File: src/rtl/float_mul_e4m3_if.sv
// Operand/result bundle for the E4M3 multiplier: the master drives operands and start,
// the slave returns busy, the packed product and its one-cycle valid pulse.
interface float_mul_e4m3_if;
  logic [7:0] a;
  logic [7:0] b;
  logic       start;
  logic       busy;
  logic [7:0] y;
  logic       is_output_valid;

  modport master (output a, b, start, input busy, y, is_output_valid);
  modport slave  (input a, b, start, output busy, y, is_output_valid);
endinterface

File: src/rtl/float_mul_e4m3.sv
// Multi-cycle E4M3 multiplier: 4-step shift-add significand product, then normalise/pack.
// Define FLOAT_MUL_SATURATE_EN to clamp exponent overflow to max magnitude instead of wrapping.
module float_mul_e4m3 #(
  parameter int EXP_BIAS = 7
) (
  input  logic              clock,
  input  logic              reset,
  float_mul_e4m3_if.slave   bus
);

  localparam logic [1:0] IDLE = 2'd0;
  localparam logic [1:0] MUL  = 2'd1;
  localparam logic [1:0] NORM = 2'd2;

  localparam logic signed [5:0] BIAS = 6'(EXP_BIAS);

  logic [1:0] state;
  logic [7:0] acc;
  logic [1:0] cnt;
  logic [7:0] y_r;
  logic       valid_r;

  logic [3:0] ma;
  logic [3:0] mb;
  logic [3:0] ea;
  logic [3:0] eb;
  logic       sign;
  logic       zero;

  // p_hi is product bits [7:3]; bits [2:0] always fall below the truncated fraction.
  function automatic logic [7:0] pack_product(
    input logic       s,
    input logic       z,
    input logic [3:0] xa,
    input logic [3:0] xb,
    input logic [4:0] p_hi
  );
    logic [2:0]        frac;
    logic signed [5:0] e;
    logic [7:0]        r;
    frac = p_hi[4] ? p_hi[3:1] : p_hi[2:0];
    e    = $signed({2'b00, xa}) + $signed({2'b00, xb}) - BIAS + $signed({5'b00000, p_hi[4]});
    if (z || (e <= 6'sd0)) begin
      r = 8'h00;
    end else if (e > 6'sd15) begin
`ifdef FLOAT_MUL_SATURATE_EN
      r = {s, 7'h7F};
`else
      r = {s, e[3:0], frac};
`endif
    end else begin
      r = {s, e[3:0], frac};
    end
    return r;
  endfunction

  // Operand capture: datapath registers, loaded only when a start is accepted.
  always_ff @(posedge clock) begin
    if ((state == IDLE) && bus.start) begin
      ma   <= {1'b1, bus.a[2:0]};
      mb   <= {1'b1, bus.b[2:0]};
      ea   <= bus.a[6:3];
      eb   <= bus.b[6:3];
      sign <= bus.a[7] ^ bus.b[7];
      zero <= (bus.a[6:0] == 7'h00) || (bus.b[6:0] == 7'h00);
    end
  end

  always_ff @(posedge clock or posedge reset) begin
    if (reset) begin
      state   <= IDLE;
      acc     <= 8'h00;
      cnt     <= 2'd0;
      y_r     <= 8'h00;
      valid_r <= 1'b0;
    end else begin
      valid_r <= 1'b0;
      case (state)
        IDLE: begin
          if (bus.start) begin
            acc   <= 8'h00;
            cnt   <= 2'd0;
            state <= MUL;
          end
        end
        MUL: begin
          if (mb[cnt]) begin
            acc <= acc + ({4'b0000, ma} << cnt);
          end
          cnt <= cnt + 2'd1;
          if (cnt == 2'd3) begin
            state <= NORM;
          end
        end
        NORM: begin
          y_r     <= pack_product(sign, zero, ea, eb, acc[7:3]);
          valid_r <= 1'b1;
          state   <= IDLE;
        end
        default: state <= IDLE;
      endcase
    end
  end

  assign bus.busy            = (state != IDLE);
  assign bus.y               = y_r;
  assign bus.is_output_valid = valid_r;

endmodule

File: src/flat_wrapper.sv
// flat-port wrapper written by rule: the top's interface ports become plain ports
module float_mul_e4m3_flat 
#(
  parameter int EXP_BIAS = 7
)
  (clock, reset, bus_a, bus_b, bus_start, bus_busy, bus_y, bus_is_output_valid);
  float_mul_e4m3_if bus_i ();
  input  logic clock;
  input  logic reset;
  input wire logic [$bits(bus_i.a)-1:0] bus_a;
  input wire logic [$bits(bus_i.b)-1:0] bus_b;
  input wire logic [$bits(bus_i.start)-1:0] bus_start;
  output wire logic [$bits(bus_i.busy)-1:0] bus_busy;
  output wire logic [$bits(bus_i.y)-1:0] bus_y;
  output wire logic [$bits(bus_i.is_output_valid)-1:0] bus_is_output_valid;
  assign bus_i.a = bus_a;
  assign bus_i.b = bus_b;
  assign bus_i.start = bus_start;
  assign bus_busy = bus_i.busy;
  assign bus_y = bus_i.y;
  assign bus_is_output_valid = bus_i.is_output_valid;
  float_mul_e4m3 #(.EXP_BIAS(EXP_BIAS)) u_core (.clock(clock), .reset(reset), .bus(bus_i));
endmodule
File: config.mk
export PLATFORM = sky130hd
export DESIGN_NAME = float_mul_e4m3_flat
export DESIGN_NICKNAME = d
export VERILOG_FILES = /design/src/rtl/float_mul_e4m3_if.sv /design/src/rtl/float_mul_e4m3.sv /design/src/flat_wrapper.sv
export SDC_FILE = /design/constraint.sdc
export NUM_CORES = 1
export LEC_CHECK = 0
export ABC_AREA = 1
export ABC_CLOCK_PERIOD_IN_PS = 1900
export BUFFER_PORTS_ARGS = -buffer_cell sky130_fd_sc_hd__buf_4
export CAP_MARGIN = 20
export CELL_PAD_IN_SITES_DETAIL_PLACEMENT = 1
export CELL_PAD_IN_SITES_GLOBAL_PLACEMENT = 1
export CORE_UTILIZATION = 39
export CTS_CLUSTER_SIZE = 28
export DETAILED_ROUTE_END_ITERATION = 6
export PLACE_DENSITY = 0.8
export SYNTH_ARGS = -nofsm -noshare
export SYNTH_HDL_FRONTEND = slang
export SYNTH_SLANG_ARGS = --single-unit
File: constraint.sdc
create_clock -name clock -period 1.9 [get_ports clock]
set_input_delay 0.095 -clock clock [delete_from_list [all_inputs] [get_ports clock]]
set_output_delay 0.095 -clock clock [all_outputs]
set_load 0.005 [all_outputs]
==> flow_summary.json <==
{
  "ys_warn_count": 0,
  "dr.pass1.iters": 4,
  "drc_errors": 0,
  "hpwl_mm": 3.69,
  "power_frac_comb_pct": 61.1,
  "layout_min_cycle_time_ps": 2030,
  "p_seq_share_pct": 25.4,
  "layout-drive-gt1-share_pct": 38.1,
  "cts_buffers": 5,
  "hold_class": "in2reg",
  "period_share_pct": 107,
  "leakage_nw": 1.45,
  "max_stage_delay_ps": 550,
  "routedWlPerCell_um": 16.1,
  "cp_num_buf_inv": 2,
  "synth_edf_count": 16,
  "dieArea_um2": 5730,
  "final_hold_viol_count": 0,
  "io_buffers": 28,
  "synth.cell_area_um2": 2120,
  "worstPathRequired_ps": 2090,
  "cp_max_fo": 8,
  "power.density_nw_per_um2": 1710,
  "cp_data_arrival_time_ps": 2220,
  "irDropWorstVdd_uv": 841,
  "vias": 1902,
  "antenna_cells": 0,
  "die_w_um": 75.7,
  "synthDistinctLibCells": 28,
  "maxSlewViolCount": 0,
  "boundaryPins": 29,
  "fp-row-count": 26,
  "pwr-share-clk_pct": 13.4,
  "cts_root_buf": "clkbuf_8",
  "regArea_um2": 1010,
  "yosysSeqAreaShare_pct": 47.5,
  "multiInputGateArea_um2": 1220,
  "rsz0062_at_grt": "true",
  "start_util_pct": 41.0,
  "syn-instance-count": 243,
  "cp-end-kind": "flop",
  "fin_worst_skew_ps": 7.52,
  "htreeDepth": 2,
  "grt_max_degree": 22,
  "grt_pass1_vias": 1994,
  "slew_headroom_pct": 71.4,
  "crit_type": "reg2reg",
  "setup_ws_ps": -133,
  "violations": "negative setup slack",
  "placement.cell_area_um2": 2500,
  "syn_to_final_growth_pct": 46.0,
  "clk_latency_ps": 300,
  "cap_violations": 0,
  "place_congestion": 0.756,
  "synth_area_per_cell_um2": 8.72,
  "ys_ff_latch": 37,
  "fin_nets": 344,
  "status": "finished, violations left",
  "nFillCells": 567,
  "overflow": 0,
  "die_h_um": 75.7,
  "p_switching_mw": 2.38,
  "cp-start-kind": "flop",
  "vias_per_cell": 5.01,
  "final_antenna_net_count": 0,
  "setup_viol": 9,
  "clk_pin_slew_ps": 80,
  "syn_nets": 278,
  "worstMarginPinSlew_ps": 428,
  "fmax_mhz": 492,
  "crit_slowest_cell": "fa_2",
  "clkSinkCount": 37,
  "post-route-cell-area_um2": 3090,
  "ys.flop_type": "dfrtp_1",
  "tritoncts": "done",
  "netSwitchingFraction_pct": 45.2,
  "critical-path-top-delay-family": "adder cells",
  "dr.first_iter.drc_count": 65,
  "p_int_mw": 2.89,
  "antenna_found_initial": 0,
  "fin_tns_setup_ps": -1020,
  "clockBufferDepth": 2,
  "wl_mm": 6.10,
  "cp_common_cell": "inv_2",
  "path_cells": "ha_2, inv_2, fa_2, inv_2, ha_4, xor2_2, nand2_2, nor2_4, nand2_4, nand3_1, nand2_1",
  "coreArea_um2": 5170,
  "async_flop_share_pct": 56.8,
  "grt_pass1_wl_mm": 8.56,
  "grtUsageTotal_pct": 20.1
}
==> cell families after synthesis <==
group / after synthesis / share of synthesized area (%)
buf+inv: 41 / 7.32
fa+ha+maj: 16 / 10.2
simple gates: 109 / 23.7
flops: 37 / 47.5
compound gates: 36 / 9.33
xor+xnor: 4 / 2.01
==> path summary, 6_finish.rpt <==
path                                             start                     endpoint  slack (ps)  cells after the start
min in group asynchronous                        reset    u_core.cnt[0]$_DFFE_PP0P_         400                      4
hold reg to reg            u_core.bus.y[4]$_DFFE_PP0P_  u_core.bus.y[4]$_DFFE_PP0P_         490                      2
max in group asynchronous                        reset    u_core.cnt[1]$_DFFE_PP0P_        1270                      4
setup / recovery                u_core.ea[0]$_DFFE_PP_  u_core.bus.y[1]$_DFFE_PP0P_        -130                     11
hold / removal                                bus_a[7]        u_core.sign$_DFFE_PP_         100                      2
setup reg to reg                u_core.ea[0]$_DFFE_PP_  u_core.bus.y[1]$_DFFE_PP0P_        -130                     11
==> cell usage in the layout, fill, tap and decap left out, types with 8 or more instances in the layout <==
| master | Yosys | routed |
|---|---|---|
| o21ai_0 | 19 | 8 |
| inv_2 | 3 | 8 |
| inv_1 | 37 | 31 |
| nand3_2 | 2 | 9 |
| nand2_1 | 48 | 42 |
| dlygate4sd3_1 | 0 | 15 |
| edfxtp_1 | 16 | 16 |
| nand2_2 | 5 | 10 |
| nand3_1 | 21 | 12 |
| buf_4 | 0 | 41 |
| dfrtp_1 | 21 | 19 |
| nor2_1 | 21 | 16 |
==> routing by layer <==
metal	up-vias	GRT usage (%)	part of all wire [%]	wire length [um]
li1	933	-	-	-
met1	916	23.8	43	2640
met2	43	36.7	52	3200
met3	10	4.50	2.8	169
met4	0	4.94	1.4	86
met5	-	0	0	0
==> what timing repair did <==
action,CTS,global route
pin swaps,8,30
setup buffers,1,5
hold buffers,15,0
endpoints found under the hold margin,35,0
setup endpoints to repair,13,14
gates resized for setup,13,58
==> state kept, by name, summed over array words and instances (netlist names) <==
register                    flops
u_core.acc                      8
u_core.bus.is_output_valid      1
u_core.bus.y                    8
u_core.cnt                      2
u_core.ea                       4
u_core.eb                       4
u_core.ma                       3
u_core.mb                       3
u_core.sign                     1
u_core.state                    2
u_core.zero                     1
==> power by group through the flow <==
stage	clock network [mW]	registers [mW]	logic [mW]
floorplan	0	1.27	1.48
global placement	0	1.29	2.17
detailed placement	0	1.30	2.27
CTS	0.720	1.29	2.43
global route	0.743	1.37	3.53
finish	0.709	1.34	3.22
==> cells in the mapped netlist, types with 3 or more instances <==
cell type / count / area (um^2)
edfxtp_1: 16 / 480
inv_2: 3 / 11.3
a21oi_1: 9 / 45.0
inv_1: 37 / 139
nor2_1: 21 / 78.8
nand2_1: 48 / 180
ha_1: 14 / 175
o21ai_0: 19 / 95.1
nor3_1: 3 / 15.0
dfrtp_1: 21 / 526
nand3_1: 21 / 105
a22o_1: 3 / 26.3
nand2_2: 5 / 31.3
==> area by class of cell <==
class	instances	share of cell area (%)
flip-flops and latches	37	32.6
clock inverters	3	1.50
multi-input cells	165	39.3
well taps	70	2.83
inverters	40	4.94
clock buffers	5	2.23
repair buffers	60	16.6
==> stage by stage <==
stage / instances / total power, mW / hold WS, ps / utilization [%] / setup WS (ps)
finish: 380 / 5.27 / 100 / 59.8 / -133
global route: 380 / 5.65 / 104 / 59.8 / -261
CTS: 375 / 4.44 / 92.4 / 54.1 / -130
detailed placement: 351 / 3.58 / 160 / 48.4 / -115
global placement: 351 / 3.46 / 157 / 48.4 / -31.6
floorplan: 243 / 2.75 / 71.5 / - / 4.84
Power figures use the tool's default switching activity.
